`config.mk`:
```
export PLATFORM = sky130hd
export DESIGN_NAME = adder_arbiter
export DESIGN_NICKNAME = d
export VERILOG_FILES = /design/src/rtl/adder_arbiter_pkg.sv /design/src/rtl/adder_arbiter_adder16.sv /design/src/rtl/adder_arbiter.sv
export SDC_FILE = /design/constraint.sdc
export NUM_CORES = 1
export LEC_CHECK = 0
export CAP_MARGIN = 20
export CORE_MARGIN = 5
export CORE_UTILIZATION = 41
export CTS_CLUSTER_DIAMETER = 60
export CTS_CLUSTER_SIZE = 12
export DETAILED_ROUTE_END_ITERATION = 10
export GPL_TIMING_DRIVEN = 0
export PLACE_DENSITY = 0.91
export SYNTH_ARGS = -nofsm -noshare
export SYNTH_HDL_FRONTEND = slang
export SYNTH_HIERARCHICAL = 1
export SYNTH_SLANG_ARGS = --single-unit
```
`constraint.sdc`:
```
create_clock -name clk -period 4.3 [get_ports clk]
set_input_delay 0.645 -clock clk [delete_from_list [all_inputs] [get_ports clk]]
set_output_delay 0.645 -clock clk [all_outputs]
set_load 0.01 [all_outputs]
```
`src/rtl/adder_arbiter_pkg.sv`:
```
// Shared widths, control-state encoding and overflow helper for the
// round-robin adder arbiter.
package adder_arbiter_pkg;

    localparam int ADD_W = 16;
    localparam int ID_W  = 2;

    typedef enum logic {
        ST_EMPTY = 1'b0,
        ST_FULL  = 1'b1
    } state_t;

    // Signed overflow: operands agree in sign but the sum does not.
    function automatic logic add_ovf(
        input logic [ADD_W-1:0] a,
        input logic [ADD_W-1:0] b,
        input logic [ADD_W-1:0] sum
    );
        return (a[ADD_W-1] == b[ADD_W-1]) && (sum[ADD_W-1] != a[ADD_W-1]);
    endfunction

endpackage

```
`src/rtl/adder_arbiter_adder16.sv`:
```
// 16-bit two's-complement adder shared by all requesters.
module adder16 (
    input  logic [15:0] a,
    input  logic [15:0] b,
    output logic [15:0] sum
);

    assign sum = a + b;

endmodule

```
`src/rtl/adder_arbiter.sv`:
```
// Round-robin arbiter feeding one shared 16-bit adder; a single result
// register with valid/ready handshake and a response counter.
module adder_arbiter
    import adder_arbiter_pkg::*;
#(
    parameter int NREQ = 4
) (
    input  logic                  clk,
    input  logic                  rst,
    input  logic [NREQ-1:0]       req_valid,
    output logic [NREQ-1:0]       req_ready,
    input  logic [16*NREQ-1:0]    req_a,
    input  logic [16*NREQ-1:0]    req_b,
    output logic                  rsp_valid,
    input  logic                  rsp_ready,
    output logic [ID_W-1:0]       rsp_id,
    output logic [ADD_W-1:0]      rsp_sum,
    output logic                  rsp_ovf,
    output logic [15:0]           txn_count
);

    state_t            state_r;
    logic [ID_W-1:0]   ptr_r;
    logic [ID_W-1:0]   id_r;
    logic [ADD_W-1:0]  sum_r;
    logic              ovf_r;
    logic [15:0]       txn_count_r;

    logic              slot_free_s;
    logic              grant_found_s;
    logic [ID_W-1:0]   grant_id_s;
    logic [ID_W-1:0]   ptr_next_s;
    logic [NREQ-1:0]   req_ready_s;
    logic [ADD_W-1:0]  op_a_s;
    logic [ADD_W-1:0]  op_b_s;
    logic [ADD_W-1:0]  sum_s;
    logic              xfer_in_s;
    logic              xfer_out_s;

    assign slot_free_s = (state_r == ST_EMPTY) || rsp_ready;
    assign xfer_out_s  = (state_r == ST_FULL) && rsp_ready;

    // Round-robin search starting at ptr_r, wrapping modulo NREQ.
    always_comb begin
        grant_found_s = 1'b0;
        grant_id_s    = {ID_W{1'b0}};
        for (int k = 0; k < NREQ; k++) begin
            int idx;
            idx = int'(ptr_r) + k;
            if (idx >= NREQ) begin
                idx = idx - NREQ;
            end else begin
                idx = idx;
            end
            if (!grant_found_s && req_valid[idx]) begin
                grant_found_s = 1'b1;
                grant_id_s    = ID_W'(idx);
            end else begin
                grant_found_s = grant_found_s;
            end
        end
    end

    // One-hot accept, suppressed while the result slot is blocked or in reset.
    always_comb begin
        req_ready_s = {NREQ{1'b0}};
        if (!rst && slot_free_s && grant_found_s) begin
            req_ready_s[grant_id_s] = 1'b1;
        end else begin
            req_ready_s = {NREQ{1'b0}};
        end
    end

    // Pointer successor of the current grant, modulo NREQ.
    always_comb begin
        if (int'(grant_id_s) == NREQ - 1) begin
            ptr_next_s = {ID_W{1'b0}};
        end else begin
            ptr_next_s = grant_id_s + {{(ID_W-1){1'b0}}, 1'b1};
        end
    end

    assign xfer_in_s = |(req_valid & req_ready_s);
    assign op_a_s    = req_a[int'(grant_id_s)*ADD_W +: ADD_W];
    assign op_b_s    = req_b[int'(grant_id_s)*ADD_W +: ADD_W];

    adder16 u_adder16 (
        .a   (op_a_s),
        .b   (op_b_s),
        .sum (sum_s)
    );

    // Control FSM, result register, pointer and response counter.
    always_ff @(posedge clk) begin
        if (rst) begin
            state_r     <= ST_EMPTY;
            ptr_r       <= {ID_W{1'b0}};
            id_r        <= {ID_W{1'b0}};
            sum_r       <= {ADD_W{1'b0}};
            ovf_r       <= 1'b0;
            txn_count_r <= 16'h0000;
        end else begin
            if (xfer_out_s) begin
                txn_count_r <= txn_count_r + 16'h0001;
            end
            if (xfer_in_s) begin
                ptr_r <= ptr_next_s;
                id_r  <= grant_id_s;
                sum_r <= sum_s;
                ovf_r <= add_ovf(op_a_s, op_b_s, sum_s);
            end
            case (state_r)
                ST_EMPTY: begin
                    if (xfer_in_s) begin
                        state_r <= ST_FULL;
                    end
                end
                ST_FULL: begin
                    if (!xfer_in_s && xfer_out_s) begin
                        state_r <= ST_EMPTY;
                    end
                end
                default: begin
                    state_r <= ST_EMPTY;
                end
            endcase
        end
    end

    assign req_ready = req_ready_s;
    assign rsp_valid = (state_r == ST_FULL);
    assign rsp_id    = id_r;
    assign rsp_sum   = sum_r;
    assign rsp_ovf   = ovf_r;
    assign txn_count = txn_count_r;

endmodule

```
==> flow_summary_export.csv <==
group,metric,value,unit
cts,clock_sinks,38,
setup_path,r2r_cells,16,
logic_synthesis,ys_warn_count,6,
grt,antenna_found_initial,0,
logic_synthesis,synth_area_leaders,"dfxtp_1, nand2_1, mux2i_1",
cts,clk_latency,290,ps
setup_path,worstPathRequired,4490,ps
logic_synthesis,synth_fa_ha_area_frac,0.0691,
cts,cts_tree,"built",
outcome,status,"completed",
logic_synthesis,synth_cell_type_count,49,
drt,drt-initial-drc-count,335,
grt,grt_max_degree,13,
logic_synthesis,synth_compound_area_frac,0.248,
final_layout,final_layout_size_suffix_gt1_frac,0.115,
logic_synthesis,seq_area_frac_synth,0.226,
timing,slew_violations,0,
drt,wirelength,14000,µm
setup_path,crit_path_start_kind,"flop",
power_and_ir_drop,p_leak,2.23,nW
die,num_rows,33,
logic_synthesis,synth_top_family_by_area,"simple AND/OR/NAND/NOR gates",
timing,worst_slack,199,ps
worst_hold_path,hold_end,"rsp_id[1]",
timing,setup_viol,0,
logic_synthesis,synthesis.area,3370,µm²
grt,grt_usage,0.264,
placement,place_ws,-1000,ps
logic_synthesis,synth_edf_count,0,
logic_synthesis,synth_top_area_frac,0.226,
logic_synthesis,muxShareOfSynthArea,0.0803,
drt,first_pass_iters,6,
timing,slew_headroom,0.543,
timing,min_period,4100,ps
die,die_area,10100,µm²
drt,ant_nets,0,
logic_synthesis,ys_seq_elements,38,
timing,fmax,244,MHz
die,initial_utilization,0.416,
setup_path,arrival,4290,ps
setup_path,worstPathCellList,"mux2i_2 -> o221ai_4 -> inv_4 -> buf_2 -> clkbuf_4 -> nand2_1 -> a31oi_1 -> ha_1 -> a211oi_1 -> nor3_1 -> a311oi_1 -> o31ai_1 -> xnor2_1 -> inv_1 -> or4b_1 -> o311ai_1",
final_layout,nets,812,
setup_path,crit_fanout,10,
logic_synthesis,synth-simple-area-share,0.260,
logic_synthesis,synthTopCellsByCount,"nand2_1, nor2_1, dfxtp_1, a211oi_1, and2_1",
timing,worst_pin_slew,677,ps
timing,period_share,0.954,
timing,tns,0,ps
placement,portBuffers,174,
logic_synthesis,synth_ff_type,"dfxtp_1",
power_and_ir_drop,cellPowerDensity,414,nW/µm²
setup_path,worstSetupEndpointType,"flop",
die,fp.dieH,101,µm
setup_path,r2r_start,"ptr_r[1]",
power_and_ir_drop,vdd_drop_max,0.000249,V
grt,grt_overflow_total,0,
setup_path,r2r_setup_slack,200,ps
die,die_w,101,µm
grt,grt_pass1_vias,4439,
cts,clk_pin_slew_worst_paths,80,ps
final_layout,syn2layout_area_growth,68.0,%
die,core_area,8090,µm²
drt,vias_per_cell,5.67,
cts,cts.hold.buffers_added,0,
placement,gp_congestion,0.982,
cts,cts_root_buf,"clkbuf_8",
logic_synthesis,postSynth.asyncResetShare,0,
worst_hold_path,whs_path_depth,2,
setup_path,worstSetupPathType,"flop to flop",
timing,fin_skew,4.04,ps
logic_synthesis,avgSynthCellArea,7.27,µm²
flow_run,drv_cap,0,
worst_hold_path,min_path_type,"flop to flop",
setup_path,cp_num_buf_inv,4,
setup_path,critPathSlowestCell,"or4b_1",
cts,h-tree-depth,2,
cts,cts_max_path_buffers,2,
logic_synthesis,yosysTopAreaCell,"dfxtp_1",
die,io_pins,175,
drt,drc,0,
grt,grt_pass1_wl,21500,µm
logic_synthesis,syn-instance-count,463,
worst_hold_path,hold_start,"rsp_id[1]",
drt,vias,4336,
drt,wl_per_cell,18.3,µm
setup_path,crit_path_max_incr_delay,530,ps
logic_synthesis,synth-xor-area-share,0.0676,
final_layout,diodes,0,
cts,cts_made_buffers,5,
logic_synthesis,syn-num-nets,616,
timing,hold_viol_final,0,
setup_path,cp_top_family,"compound AO/OA/AOI/OAI gates",
setup_path,regToRegEndpoint,"rsp_ovf",
logic_synthesis,synth.most_common_cell,"nand2_1",
placement,hpwl,10900,µm
-- worst reg2reg max path, stage by stage, from the launching register on --
cell	delay, ps
dfxtp_1	520
mux2i_2	360
o221ai_4	210
inv_4	110
buf_2	230
clkbuf_4	260
nand2_1	80
a31oi_1	270
ha_1	320
a211oi_1	230
nor3_1	80
a311oi_1	240
o31ai_1	130
xnor2_1	240
inv_1	80
or4b_1	530
o311ai_1	110
-- layout make-up --
cell class,count,area (µm²)
plain buffers,28,186
multi-input cells,384,2520
clock buffers,6,82.6
inverters,12,47.5
repair buffers,190,1860
clock inverters,2,60.1
flip-flops and latches,38,761
well taps,105,131
fillers,653,2440
-- worst max-delay path by stage --
stage	endpoint	start	depth (start not counted)
global route	rsp_ovf	ptr_r[1]	16
CTS	rsp_ovf	req_valid[2]	16
floorplan	rsp_ovf	req_valid[0]	17
finish	rsp_ovf	ptr_r[1]	16
detailed placement	rsp_ovf	req_valid[0]	18
global placement	rsp_ovf	req_valid[0]	18
-- cells in the final DEF, fill, tap and decap left out, drive strengths merged, types with 2 or more instances in the layout --
| cell type | n |
|---|---|
| a211oi | 32 |
| a21o | 2 |
| a21oi | 27 |
| a311oi | 2 |
| a31oi | 31 |
| and2 | 31 |
| and3 | 4 |
| buf | 24 |
| bufinv | 2 |
| clkbuf | 27 |
| clkdlybuf4s50 | 170 |
| dfxtp | 38 |
| dlymetal6s2s | 3 |
| ha | 17 |
| inv | 12 |
| mux2i | 27 |
| nand2 | 82 |
| nand2b | 2 |
| nand3 | 6 |
| nand4 | 4 |
| nor2 | 43 |
| nor3 | 6 |
| o211ai | 2 |
| o21ai | 16 |
| o21bai | 3 |
| or3 | 6 |
| xnor2 | 11 |
| xor2 | 15 |
-- kinds of logic after synthesis --
family / Yosys count
AOI/OAI and AO/OA: 123
xor gates and xnor gates: 26
adders and majority gates: 18
buffers and inverters: 41
DFF: 38
muxes: 27
and+or+nand+nor: 190
-- routing by layer --
metal  routed length, µm  share of wire  global-route usage
met1                5220           0.37               0.287
met2                7040           0.50               0.474
met3                1280          0.091              0.0789
met4                 477          0.034               0.112
met5                   0              0                   0
-- registers in the layout, summed over array words and instances (netlist names) --
signal / count
rsp_ovf: 1
rsp_sum: 16
rsp_valid: 1
txn_count: 16
rsp_id: 2
ptr_r: 2
-- through the flow --
stage	power (W)	std cells	utilization	hold slack [ps]	cell area (µm²)
finish	0.00234	765	0.699	498	5660
global route	0.00250	765	0.699	530	5660
CTS	0.00228	764	0.694	502	5620
detailed placement	0.00177	743	0.648	489	5250
global placement	0.00172	742	0.647	476	5240
floorplan	0.00128	463	-	510	3370
-- power by group --
part           switching [W]  leakage [nW]  total, W  internal (W)
Sequential         0.0000349         0.310  0.000448      0.000413
Combinational       0.000792          1.85   0.00152      0.000729
Clock               0.000128        0.0714  0.000375      0.000247
-- what timing repair did --
item,4_1_cts,5_1_grt
gates resized for setup,45,16
buffers inserted,14,1
setup endpoints to repair,6,6
pin swaps,12,3
(Power assumes the default switching activity.)
